===== src/rtl/vending_pkg.sv =====
// Shared types and constants for the vending FSM and its dispenser stage.
package vending_pkg;

    localparam int CHANGE_W         = 3;
    localparam int NICKEL_UNITS     = 1;
    localparam int DIME_UNITS       = 2;
    localparam int MAX_CHANGE_UNITS = 4;

    typedef enum logic [1:0] {
        ST_IDLE,
        ST_VEND,
        ST_COIN_ON,
        ST_COIN_OFF
    } disp_state_t;

    typedef struct packed {
        logic [1:0] dimes;
        logic       nickels;
    } coins_t;

    // Out-of-range change codes pay out nothing.
    function automatic coins_t split_change(input logic [CHANGE_W-1:0] change);
        coins_t c;
        c = '0;
        if (int'(change) <= MAX_CHANGE_UNITS) begin
            c.dimes   = 2'(int'(change) / DIME_UNITS);
            c.nickels = 1'((int'(change) % DIME_UNITS) / NICKEL_UNITS);
        end
        return c;
    endfunction

endpackage


===== src/rtl/pulse_timer.sv =====
// Loadable down-counter; o_expire is high while the count sits at zero.
module pulse_timer #(
    parameter int W = 2
) (
    input  logic         i_clk,
    input  logic         i_rst,
    input  logic         i_load,
    input  logic [W-1:0] i_load_val,
    output logic         o_expire
);

    logic [W-1:0] r_cnt;

    always_ff @(posedge i_clk or posedge i_rst) begin
        if (i_rst) begin
            r_cnt <= '0;
        end else if (i_load) begin
            r_cnt <= i_load_val;
        end else if (r_cnt != '0) begin
            r_cnt <= r_cnt - 1'b1;
        end
    end

    assign o_expire = (r_cnt == '0);

endmodule


===== src/rtl/vend_dispenser.sv =====
// Turns each vending sale into motor and coin-ejector pulses, with a one-deep pending slot.
// Optional VEND_DISPENSER_STATS_EN adds saturating sale and coin counters.
//
//   state       | meaning
//   ------------+----------------------------------------------
//   ST_IDLE     | waiting for a pending sale or a soda strobe
//   ST_VEND     | can-release motor on
//   ST_COIN_ON  | one ejector on (dimes first, then the nickel)
//   ST_COIN_OFF | ejectors off, gap after each coin
module vend_dispenser
    import vending_pkg::*;
#(
    parameter int VEND_CYCLES = 4,
    parameter int COIN_PULSE  = 2,
    parameter int COIN_GAP    = 2
) (
    input  logic                i_clk,
    input  logic                i_rst,
    input  logic                i_soda,
    input  logic [CHANGE_W-1:0] i_change,
    output logic                o_motor,
    output logic                o_dime_eject,
    output logic                o_nickel_eject,
    output logic                o_busy,
    output logic                o_done,
    output logic                o_overrun,
    output logic                o_bad_change
`ifdef VEND_DISPENSER_STATS_EN
    ,
    output logic [15:0]         o_sales_cnt,
    output logic [15:0]         o_coins_cnt
`endif
);

    localparam int MAX_VC = (VEND_CYCLES > COIN_PULSE) ? VEND_CYCLES : COIN_PULSE;
    localparam int MAX_P  = (MAX_VC > COIN_GAP) ? MAX_VC : COIN_GAP;
    localparam int TW     = (MAX_P > 1) ? $clog2(MAX_P) : 1;

    disp_state_t r_state, w_next;

    logic          w_load, w_expire, w_start, w_consume, w_coin_exit;
    logic [TW-1:0] w_load_val;
    logic          w_direct, w_queue, w_accept, w_done_set;
    coins_t        w_src, w_in_coins;

    logic       r_pend_valid;
    coins_t     r_pend;
    logic [1:0] r_dimes;
    logic       r_nickels;
    logic       r_motor, r_dime, r_nickel, r_busy, r_done, r_overrun, r_bad;

    pulse_timer #(.W(TW)) u_phase_timer (
        .i_clk      (i_clk),
        .i_rst      (i_rst),
        .i_load     (w_load),
        .i_load_val (w_load_val),
        .o_expire   (w_expire)
    );

    always_ff @(posedge i_clk or posedge i_rst) begin
        if (i_rst) r_state <= ST_IDLE;
        else       r_state <= w_next;
    end

    always_comb begin
        w_next      = r_state;
        w_start     = 1'b0;
        w_consume   = 1'b0;
        w_coin_exit = 1'b0;
        w_load_val  = '0;
        case (r_state)
            ST_IDLE: begin
                if (r_pend_valid) begin
                    w_start   = 1'b1;
                    w_consume = 1'b1;
                end else if (i_soda) begin
                    w_start = 1'b1;
                end
                if (w_start) w_next = ST_VEND;
            end
            ST_VEND: begin
                if (w_expire) w_next = ((r_dimes != '0) || r_nickels) ? ST_COIN_ON : ST_IDLE;
            end
            ST_COIN_ON: begin
                if (w_expire) begin
                    w_next      = ST_COIN_OFF;
                    w_coin_exit = 1'b1;
                end
            end
            ST_COIN_OFF: begin
                // counters were already decremented when COIN_ON was left
                if (w_expire) w_next = ((r_dimes != '0) || r_nickels) ? ST_COIN_ON : ST_IDLE;
            end
            default: w_next = ST_IDLE;
        endcase
        case (w_next)
            ST_VEND:     w_load_val = TW'(VEND_CYCLES - 1);
            ST_COIN_ON:  w_load_val = TW'(COIN_PULSE - 1);
            ST_COIN_OFF: w_load_val = TW'(COIN_GAP - 1);
            default:     w_load_val = '0;
        endcase
    end

    assign w_load     = (w_next != r_state);
    assign w_in_coins = split_change(i_change);
    assign w_src      = w_consume ? r_pend : w_in_coins;
    assign w_direct   = i_soda && (r_state == ST_IDLE) && !r_pend_valid;
    assign w_queue    = i_soda && !w_direct;
    assign w_accept   = w_queue && (!r_pend_valid || w_consume);
    assign w_done_set = (r_state == ST_IDLE) && r_busy;

    always_ff @(posedge i_clk or posedge i_rst) begin
        if (i_rst) begin
            r_pend_valid <= 1'b0;
            r_pend       <= '0;
            r_dimes      <= '0;
            r_nickels    <= 1'b0;
            r_overrun    <= 1'b0;
            r_bad        <= 1'b0;
        end else begin
            if (w_accept) begin
                r_pend_valid <= 1'b1;
                r_pend       <= w_in_coins;
            end else if (w_consume) begin
                r_pend_valid <= 1'b0;
            end
            if (w_start) begin
                r_dimes   <= w_src.dimes;
                r_nickels <= w_src.nickels;
            end else if (w_coin_exit) begin
                if (r_dimes != '0) r_dimes   <= r_dimes - 1'b1;
                else               r_nickels <= 1'b0;
            end
            if (w_queue && !w_accept) r_overrun <= 1'b1;
            if (i_soda && (i_change > CHANGE_W'(MAX_CHANGE_UNITS))) r_bad <= 1'b1;
        end
    end

    // Outputs lag the state by one cycle so each is a pure flop.
    always_ff @(posedge i_clk or posedge i_rst) begin
        if (i_rst) begin
            r_motor  <= 1'b0;
            r_dime   <= 1'b0;
            r_nickel <= 1'b0;
            r_busy   <= 1'b0;
            r_done   <= 1'b0;
        end else begin
            r_motor  <= (r_state == ST_VEND);
            r_dime   <= (r_state == ST_COIN_ON) && (r_dimes != '0);
            r_nickel <= (r_state == ST_COIN_ON) && (r_dimes == '0);
            r_busy   <= (r_state != ST_IDLE);
            r_done   <= w_done_set;
        end
    end

    assign o_motor        = r_motor;
    assign o_dime_eject   = r_dime;
    assign o_nickel_eject = r_nickel;
    assign o_busy         = r_busy;
    assign o_done         = r_done;
    assign o_overrun      = r_overrun;
    assign o_bad_change   = r_bad;

`ifdef VEND_DISPENSER_STATS_EN
    logic [15:0] r_sales_cnt, r_coins_cnt;

    always_ff @(posedge i_clk or posedge i_rst) begin
        if (i_rst) begin
            r_sales_cnt <= '0;
            r_coins_cnt <= '0;
        end else begin
            if (w_done_set && (r_sales_cnt != 16'hFFFF)) r_sales_cnt <= r_sales_cnt + 16'd1;
            if (w_coin_exit && (r_coins_cnt != 16'hFFFF)) r_coins_cnt <= r_coins_cnt + 16'd1;
        end
    end

    assign o_sales_cnt = r_sales_cnt;
    assign o_coins_cnt = r_coins_cnt;
`endif

endmodule

===== config.mk =====
export PLATFORM = sky130hd
export DESIGN_NAME = vend_dispenser
export DESIGN_NICKNAME = d
export VERILOG_FILES = /design/src/rtl/vending_pkg.sv /design/src/rtl/pulse_timer.sv /design/src/rtl/vend_dispenser.sv
export SDC_FILE = /design/constraint.sdc
export NUM_CORES = 1
export LEC_CHECK = 0
export CAP_MARGIN = 40
export CORE_MARGIN = 8
export CORE_UTILIZATION = 52
export DETAILED_ROUTE_END_ITERATION = 16
export PLACE_DENSITY = 0.76
export SYNTH_ARGS = -nofsm -noshare
export SYNTH_HDL_FRONTEND = slang
export SYNTH_SLANG_ARGS = --single-unit

===== constraint.sdc =====
create_clock -name i_clk -period 1.9 [get_ports i_clk]
set_input_delay 0.19 -clock i_clk [delete_from_list [all_inputs] [get_ports i_clk]]
set_output_delay 0.19 -clock i_clk [all_outputs]
set_load 0.03 [all_outputs]

; Word level (Yosys, flattened, before mapping)
; Cells that the tools add are included.
; W data, S select, Z words.
[totals]
register_bits = 18
in_bits = 6
output_inout_bits = 7
elab_cells = 80
[classes]
add_sub_neg = 2
n_lt_le_gt_ge = 2
n_eq_ne = 8
mux = 26
n_reduce_logical = 28
[op_table]
columns = op, count
row1 = $mux W2, 9
row2 = $reduce_bool A2 Y1, 7
row3 = $mux W1, 13
row4 = $logic_and A1 B1 Y1, 9
row5 = $eq A2 B2 Y1 const B, 4
row6 = $logic_not A2 Y1, 3
row7 = $mux W3, 2
row8 = $pmux W2 S3, 1
row9 = $eq A2 B1 Y1 const B, 2
row10 = $pmux W2 S2, 1
row11 = $reduce_and A2 Y1, 2
row12 = $reduce_or A2 Y1, 2
row13 = $sub A2 B1 Y2 const B, 2
row14 = $gt A3 B3 Y1 const B, 1
row15 = $le A3 B3 Y1 const B, 1
row16 = $logic_not A1 Y1, 3
row17 = $logic_or A1 B1 Y1, 2
row18 = $ne A2 B2 Y1, 1
row19 = $ne A2 B2 Y1 const B, 1

; Depth between registers and ports, before layout
; Gate-level depths: netlist (run 1).
[logic_depth]
word_depth = 9
mapped_depth = 7

; By module
; A second synthesis (run 1) with hierarchy kept.
[hier_totals]
cells_unflattened = 83
hier_area_um2 = 907.1
[modules_own_cells]
columns = mod, n_inst, cells_each, area_per_inst_um2, seq_area_each_um2
row1 = vend_dispenser, 1, 70, 779.5, 400.4
row2 = pulse_timer, 1, 13, 127.6, 50.0

; Worst setup path before layout (run 1)
; Ideal clock, no wire load.
[synth_path]
path_type = flip-flop to flip-flop
start = register u_phase_timer.r_cnt[0]
end = register u_phase_timer.r_cnt[0]
setup_time_ps = 128
t_arrival_ps = 1350
t_required_ps = 1772
path_slack_ps = 423
path_stages_with_launch = 7
path_buffers = 1
period_less_slack_ps = 1477
cell_sequence = dfrtp_1 inv_1 ha_1 clkbuf_1 nor2_1 a2bb2oi_2 mux2_1
[synth_via]
elab_chain_len = 7
word_cells_on_any_way = 15
classes_between = 1 x add/sub / 4 x eq/ne / 6 x mux / 4 x reduce/logical
[synth_lines]
columns = element, line_no
row1 = "start, declared", pulse_timer.sv:12  ; logic [W-1:0] r_cnt;
row2 = "start signal, assigned", pulse_timer.sv:18  ; r_cnt <= i_load_val;
row3 = "start signal, assigned", pulse_timer.sv:20  ; r_cnt <= r_cnt - 1'b1;
row4 = $logic_not A2 Y1, pulse_timer.sv:24  ; assign o_expire = (r_cnt == '0);
row5 = $mux W2 (on tied branches), "vend_dispenser.sv:82, vend_dispenser.sv:92, vend_dispenser.sv:85"
row6 = $pmux W2 S3, vend_dispenser.sv:71  ; case (r_state)
row7 = $eq A2 B2 Y1, vend_dispenser.sv:96  ; case (w_next)
row8 = $reduce_or A2 Y1 (no source line), -
row9 = $pmux W2 S2, vend_dispenser.sv:96
row10 = $mux W2, pulse_timer.sv:17  ; end else if (i_load) begin
; Several ways; a longest one is shown, not always the timed one. The select of a mux whose other input is x is not followed.
; A chain may end at the register's enable or synchronous reset.

; Worst setup path after layout (run 1)
; Same ends and word-level chain as after synthesis.

==> results of run 1 <==
-- cells in the mapped netlist, types with 2 or more instances --
cell	count	area share
a211oi_1	3	0.023
a21oi_1	3	0.016
buf_6	2	0.023
dfrtp_1	18	0.47
ha_1	3	0.039
inv_1	6	0.023
mux2_2	2	0.023
mux2i_1	2	0.021
nand2_1	9	0.035
nand3_1	3	0.016
nor2_1	6	0.023
nor2b_1	4	0.026
o21ai_0	3	0.016
-- path summary, 6_finish.rpt --
path                                        startpoint                endpoint  slack [ns]  depth (start not counted)
worst max-delay path            u_phase_timer.r_cnt[0]  u_phase_timer.r_cnt[0]        0.29                          6
worst min-delay path                             i_rst            r_pend_valid        0.29                          2
worst max register to register  u_phase_timer.r_cnt[0]  u_phase_timer.r_cnt[0]        0.29                          6
worst min register to register               o_overrun               o_overrun        0.49                          1
max in group asynchronous                        i_rst  u_phase_timer.r_cnt[1]        1.18                          2
min in group i_clk                           o_overrun               o_overrun        0.49                          1
-- kinds of logic after synthesis --
logic type / after synthesis / synth area share
DFF: 18 / 0.468
AOI/OAI and AO/OA: 18 / 0.158
xor gates and xnor gates: 2 / 0.0182
and+or+nand+nor: 31 / 0.186
adders and majority gates: 4 / 0.0494
buffers and inverters: 11 / 0.0649
muxes: 5 / 0.0558
-- where the power goes --
part	total [mW]	internal (mW)	switching, mW
logic	0.813	0.366	0.447
clock network	0.180	0.0736	0.107
registers	0.619	0.522	0.0969
total	1.61	0.962	0.650
-- sequential cells by signal (all words and copies together), names as in the netlist --
signal	cells
o_overrun	1
r_state	2
o_bad_change	1
r_dimes	2
r_pend	3
o_motor	1
r_pend_valid	1
u_phase_timer.r_cnt	2
o_dime_eject	1
r_nickels	1
o_done	1
o_nickel_eject	1
o_busy	1
-- final cells by class --
class                           instances  area (sq um)  area share
Multi-Input combinational cell         60           450       0.400
Clock buffer                            3          22.5      0.0200
Timing Repair Buffer                   15           143       0.127
Tap cell                               25          31.3      0.0278
Inverter                                7          28.8      0.0256
Sequential cell                        18           450       0.400
-- routing by layer --
layer,vias up,part of all wire,GRT usage
li1,339,-,-
met1,330,0.48,0.125
met2,14,0.45,0.160
met3,4,0.042,0.0304
met4,0,0.023,0.0717
met5,-,0,0
==> run metrics, run 1 <==
min Tclk post-route 1.61 ns; Worst VDD drop 0.000756 V; CP endpoint kind flip-flop; max incr delay on CP 0.40 ns; DRC Markers 0; Die ar. 3490 sq um; gpl congestion 0.778; initial antenna violation count 0; grt ovf 0; CP max FO 5; IO Pins 13; worst clock skew 0.00603 ns; final WL 1670 um; first-pass GRT wire length 2840 um; cell family with the largest share of critical-path delay flip-flops; placed cell count 125; Ys Warns 0; post-layout instance area 1130 sq um; initial core utilization 0.558; DP Worst Slack 0.291 ns; final setup fails 0; total power 1.61 mW; slew margin rel. 0.557; CTS Root Cell clkbuf_4; Overall Global Routing Usage 0.105; final worst slack 0.292 ns; critical-path cell list inv_1 -> ha_1 -> nand2_1 -> nor2_1 -> a221oi_1 -> mux2_1; most common cell after layout, fill and taps aside dfrtp_1; Die Y 59.0 um; post-layout util 0.652; post-cts sizing count 0; leakage power 0.493 nW; post-synthesis register bit count 18; mapped cell area 963 sq um; Avg Vias per Cell 5.37; Netlist cell types 38; clk_lat worst skew 0.28 ns; Hold Slack 0.287 ns; vias in the first global route 667; Min-Delay Path Class in2async; core area 1730 sq um; Worst Tran Pin Value 0.663 ns; filler instances 158; Setup CP Type reg2reg; number of CTS-inserted buffers 3; htree depth 1; number of antenna diodes 0; status complete, no violations; area grow syn2layout 16.9%; DIE WIDTH 59.0 um; I/O Buffers 12; Slew Limit Fails 0; max-cap violations 0; TritonCTS clock tree built; most frequent cells in the layout 18 x dfrtp_1, 12 x clkdlybuf4s50_1, 9 x nand2_1; post-CTS setup buffers 0; Mapped Cells 89; RSZ-0062 raised after global routing false; routed vias 687; Max clock buf depth 2; Post-CTS Hold Buffers 0; Post-synth top flop dfrtp_1; Final ANT Viol Nets 0; critical path's slowest cell dfrtp_1; power density cells 1430 nW/um^2; fraction of layout cells with a size suffix above 1 0.146; startpoint type of the worst setup path flip-flop; Worst Path Arrival 1.78 ns; Hold Fails Final Rpt 0; maximum clock frequency 622 MHz; Clock transition at path regs 0.10 ns; TritonCTS Sinks 18; Avg Cell Area, Syn 10.8 sq um; Post-Syn Nets 98; layout net count 114; Non-Filler Instances 128; Rows 15; DRT iter0 DRCs 16; Detail Placement HPWL 1280 um; routed len/inst 13.0 um; fin crit share 0.846; largest net degree at the start of global routing 19; WP data required 2.07 ns; number of synthesized flops with an enable pin 0; iteration count of the initial detailed-routing pass 4; Setup TNS 0 ns; buffer and inverter count on the worst path 1; Post-DP Area 1100 sq um; Synth async-reset ratio 1.00; post-synthesis sequential area ratio 0.468
(Power assumes the default switching activity.)
==> run 2: changes to the inputs <==
Settings changed: CORE_UTILIZATION 52 to 47, PLACE_DENSITY 0.76 to 0.73.
Clock period 1.9 ns to 1.4 ns, I/O delays scaled along.
==> run 2 against run 1 <==
Effect of this change: the flow now finishes with violations (negative setup slack); combinational power is 110% higher; critical path type unchanged; critical endpoint unchanged; die area is 7.7% higher; register-to-register slack lost 0.30 ns.
==> run metrics, run 2 (synthesis gave the netlist of run 1 again) <==
status finished with violations; failing checks negative setup slack; Worst Tran Pin Value 0.299 ns; TritonCTS clock tree built; final WL 2160 um; area grow syn2layout 43.1%; most frequent cells in the layout 20 x buf_4, 17 x dfrtp_1, 7 x nand2_1, 7 x dlygate4sd2_1, 5 x clkdlybuf4s50_1; post-layout util 0.710; routed vias 760; RSZ-0062 raised after global routing true; Post-DP Area 1210 sq um; Psw 1.13 mW; Worst Path Arrival 1.61 ns; Sequential Power Share 0.292; Setup CP Type reg2reg; final worst slack -0.0121 ns; iteration count of the initial detailed-routing pass 4; vias in the first global route 785; Hold Fails Final Rpt 0; Die ar. 3750 sq um; Min-Delay Path Class in2async; Clock transition at path regs 0.11 ns; WP data required 1.59 ns; Worst VDD drop 0.00138 V; initial antenna violation count 0; leakage power 0.630 nW; Avg Vias per Cell 5.03; Logic pwr share 0.594; slew margin rel. 0.798; Int Power 1.73 mW; I/O Buffers 12; IO Pins 13; worst clock skew 0.00636 ns; switch share 0.395; DIE WIDTH 61.3 um; routed len/inst 14.3 um; power density cells 2080 nW/um^2; clk_lat worst skew 0.30 ns; fin crit share 1.01; TritonCTS Sinks 18; first-pass GRT wire length 3350 um; max-cap violations 0; CP endpoint kind flip-flop; fraction of layout cells with a size suffix above 1 0.411; largest net degree at the start of global routing 19; layout net count 134; M1 wire length 958 um; max reg flops 3; Die Y 61.3 um; met3 wire len 110 um; gpl congestion 0.805; top sig layer met4; post-layout instance area 1380 sq um; Max clock buf depth 2; number of antenna diodes 0; min Tclk post-route 1.41 ns; CP max FO 3; DRC Markers 0; initial core utilization 0.496; routed length on met2 1070 um; CTS Root Cell clkbuf_4; core area 1940 sq um; htree depth 1; Slew Limit Fails 0; final setup fails 2; Final ANT Viol Nets 0; Rows 16; number of CTS-inserted buffers 3; most common cell after layout, fill and taps aside buf_4; maximum clock frequency 708 MHz; Reg with most FFs r_pend; Overall Global Routing Usage 0.120; DRT iter0 DRCs 4; Post-CTS Hold Buffers 0; grt ovf 0; Clock power frac 0.114; startpoint type of the worst setup path flip-flop; Detail Placement HPWL 1490 um
## run 2: cell count changes in the layout (fill, tap and decap cells not counted), sizes merged
cell           before  now
dlygate4sd2         0    7
clkdlybuf4s50      12    5
clkbuf              3    4
buf                 3   23
## run 2: metal layers
layer | global-route usage | up-vias
met5 | 0 | -
met3 | 0.0313 | 3
li1 | - | 376
met4 | 0.0532 | 0
met1 | 0.135 | 367
met2 | 0.206 | 14
## run 2: power by group through the flow
stage | registers [mW] | clock network, mW | logic [mW]
after floorplan | 0.894 | 0 | 0.865
after global placement | 0.828 | 0 | 1.31
after detailed placement | 0.841 | 0 | 1.34
after CTS | 0.833 | 0.333 | 1.36
after global routing | 0.854 | 0.353 | 1.84
final | 0.835 | 0.327 | 1.70
## run 2: cell type report
type | instances | area [sq um]
timing repair buffer | 35 | 295
multi-input combinational | 60 | 533
clock buffer | 4 | 36.3
inverter | 7 | 28.8
tap | 27 | 33.8
sequential | 18 | 452
fill | 144 | 563
## run 2: worst paths after layout
check | endpoint | slack, ns | startpoint | cells after the start
setup / recovery | u_phase_timer.r_cnt[0] | -0.01 | r_dimes[0] | 6
hold / removal | o_dime_eject | 0.16 | i_rst | 3
setup reg to reg | u_phase_timer.r_cnt[0] | -0.01 | r_dimes[0] | 6
hold reg to reg | o_overrun | 0.48 | o_overrun | 1
max in group asynchronous | r_state[0] | 1.03 | i_rst | 3
min in group i_clk | o_overrun | 0.48 | o_overrun | 1
## run 2: stage by stage
stage / std cells / setup WS (ns) / power [mW] / setup TNS [ns] / hold slack [ns]
after floorplan: 89 / -0.0334 / 1.76 / -0.0334 / 0.0786
after global placement: 141 / -0.151 / 2.13 / -0.295 / 0.451
after detailed placement: 141 / -0.184 / 2.18 / -0.434 / 0.463
after CTS: 145 / -0.0495 / 2.53 / -0.0748 / 0.179
after global routing: 151 / -0.0680 / 3.05 / -0.166 / 0.194
final: 151 / -0.0121 / 2.86 / -0.0238 / 0.163
## run 2: worst max-delay path: stages (launching register included)
cell and delay, ns:
dfrtp_1 0.40, inv_1 0.10, ha_4 0.17, nand2b_1 0.10
nand3_1 0.15, o21ai_0 0.11, mux2_4 0.27
## run 2: what timing repair did
item / in CTS / in global routing
endpoints found under the setup margin: 10 / 5
resized for setup: 14 / 15
setup buffers: 0 / 7
pin swaps: 1 / 6
hold endpoints to repair: 0 / 0
==> run 3: changes to the inputs <==
Settings changed: CORE_UTILIZATION 47 to 52, PLACE_DENSITY 0.73 to 0.76.
Clock period 1.4 ns to 1.49 ns, I/O delays scaled along.
==> run 3 against run 2 <==
Effect of this change: the run now ends clean; clock-buffer cell count decreased by 1; combinational power shrank 21%; sequential power down 5.3%; first-iteration DRC count shrank 25%; worst hold slack worse by 0.0068 ns; critical endpoint is now o_motor.
==> run metrics, run 3 (synthesis gave the netlist of run 1 again) <==
status complete, no violations; Setup TNS 0 ns; Rows 15; Detail Placement HPWL 1500 um; Post-DP Area 1190 sq um; DRT iter0 DRCs 3; Final ANT Viol Nets 0; Min-Delay Path Class in2async; Clock transition at path regs 0.10 ns; Max clock buf depth 2; Post-CTS Hold Buffers 0; post-layout instance area 1260 sq um; max reg flops 3; slew margin rel. 0.761; routed len/inst 13.8 um; TritonCTS clock tree built; initial core utilization 0.558; Setup CP Type reg2out; core area 1730 sq um; placed cell count 137; min Tclk post-route 1.44 ns; max incr delay on CP 0.66 ns; power density cells 1890 nW/um^2; CP endpoint kind primary output; DIE WIDTH 59.0 um; total power 2.38 mW; Reg with most FFs r_pend; buffer and inverter count on the worst path 1; I/O Buffers 12; maximum clock frequency 696 MHz; gpl congestion 0.746; area grow syn2layout 31.2%; number of antenna diodes 0; Worst Tran Pin Value 0.354 ns; max-cap violations 0; Hold Slack 0.156 ns; TritonCTS Sinks 18; IO Pins 13; WP data required 1.34 ns; worst clock skew 0.00386 ns; RSZ-0062 raised after global routing false; Avg Vias per Cell 5.21; leakage power 0.603 nW; fraction of layout cells with a size suffix above 1 0.328; DRC Markers 0; CTS Root Cell clkbuf_4; clk_lat worst skew 0.29 ns; fin crit share 0.964; final WL 1950 um; cell family with the largest share of critical-path delay buffers and inverters; iteration count of the initial detailed-routing pass 4; Worst Path Arrival 1.29 ns; Overall Global Routing Usage 0.124; startpoint type of the worst setup path flip-flop; post-layout util 0.732; critical-path cell list clkdlybuf4s50_1; Non-Filler Instances 141; final worst slack 0.0541 ns; number of CTS-inserted buffers 3; Worst VDD drop 0.000947 V; first-pass GRT wire length 3270 um; final setup fails 0; largest net degree at the start of global routing 19; Slew Limit Fails 0; vias in the first global route 748; Die ar. 3490 sq um; Hold Fails Final Rpt 0; DP Worst Slack -0.0835 ns; htree depth 1; Die Y 59.0 um; most frequent cells in the layout 16 x dfrtp_1, 16 x buf_4, 9 x nand2_1; layout net count 127; routed vias 735; initial antenna violation count 0; critical path's slowest cell clkdlybuf4s50_1; grt ovf 0; CP max FO 1
==> run 3: cell types whose count changed in the layout (fill, tap and decap cells not counted), sizes merged <==
cell,before,now
clkbuf,4,3
clkdlybuf4s50,5,6
dlymetal6s2s,0,5
dlygate4sd2,7,1
buf,23,16
==> run 3: power by group <==
| group | internal [mW] | total [mW] | switching (mW) | leakage, nW |
|---|---|---|---|---|
| Sequential | 0.671 | 0.791 | 0.120 | 0.208 |
| Clock | 0.0942 | 0.244 | 0.150 | 0.0138 |
| Combinational | 0.680 | 1.35 | 0.666 | 0.381 |
| Total | 1.45 | 2.38 | 0.936 | 0.603 |
==> run 3: tightest hold or removal path: stages <==
cell,delay [ns]
clkdlybuf4s50_1,0.39
inv_1,0.05
buf_4,0.24
==> run 3: repair_timing <==
| item | in CTS | in global routing |
|---|---|---|
| pin swaps | 0 | 4 |
| setup endpoints to repair | 3 | 9 |
| resized for setup | 5 | 12 |
| gates cloned | 0 | 0 |
| buffers inserted | 0 | 1 |
==> run 3: area by class of cell <==
cell class / count / area (sq um)
Clock buffer: 3 / 22.5
Multi-Input combinational cell: 60 / 477
Fill cell: 129 / 463
Tap cell: 25 / 31.3
Sequential cell: 18 / 453
Inverter: 7 / 28.8
Timing Repair Buffer: 28 / 251
==> run 3: path summary, 6_finish.rpt <==
check                             startpoint                     end  slack (ns)  depth (start not counted)
worst max register to register    r_state[0]  u_phase_timer.r_cnt[0]        0.07                          5
min in group i_clk              o_bad_change            o_bad_change        0.49                          1
worst max-delay path                 o_motor                 o_motor        0.05                          1
worst min-delay path                   i_rst                  o_busy        0.16                          3
worst min register to register  o_bad_change            o_bad_change        0.49                          1
max in group asynchronous              i_rst              r_state[1]        1.12                          3
==> run 3: layer usage <==
| layer | GRT usage | wire (um) | part of all wire | vias to the layer above |
|---|---|---|---|---|
| met5 | 0 | 0 | 0 | - |
| met4 | 0.0717 | 46 | 0.024 | 0 |
| met3 | 0.0369 | 96 | 0.049 | 5 |
| met2 | 0.213 | 960 | 0.49 | 13 |
| met1 | 0.132 | 842 | 0.43 | 353 |
| li1 | - | - | - | 364 |
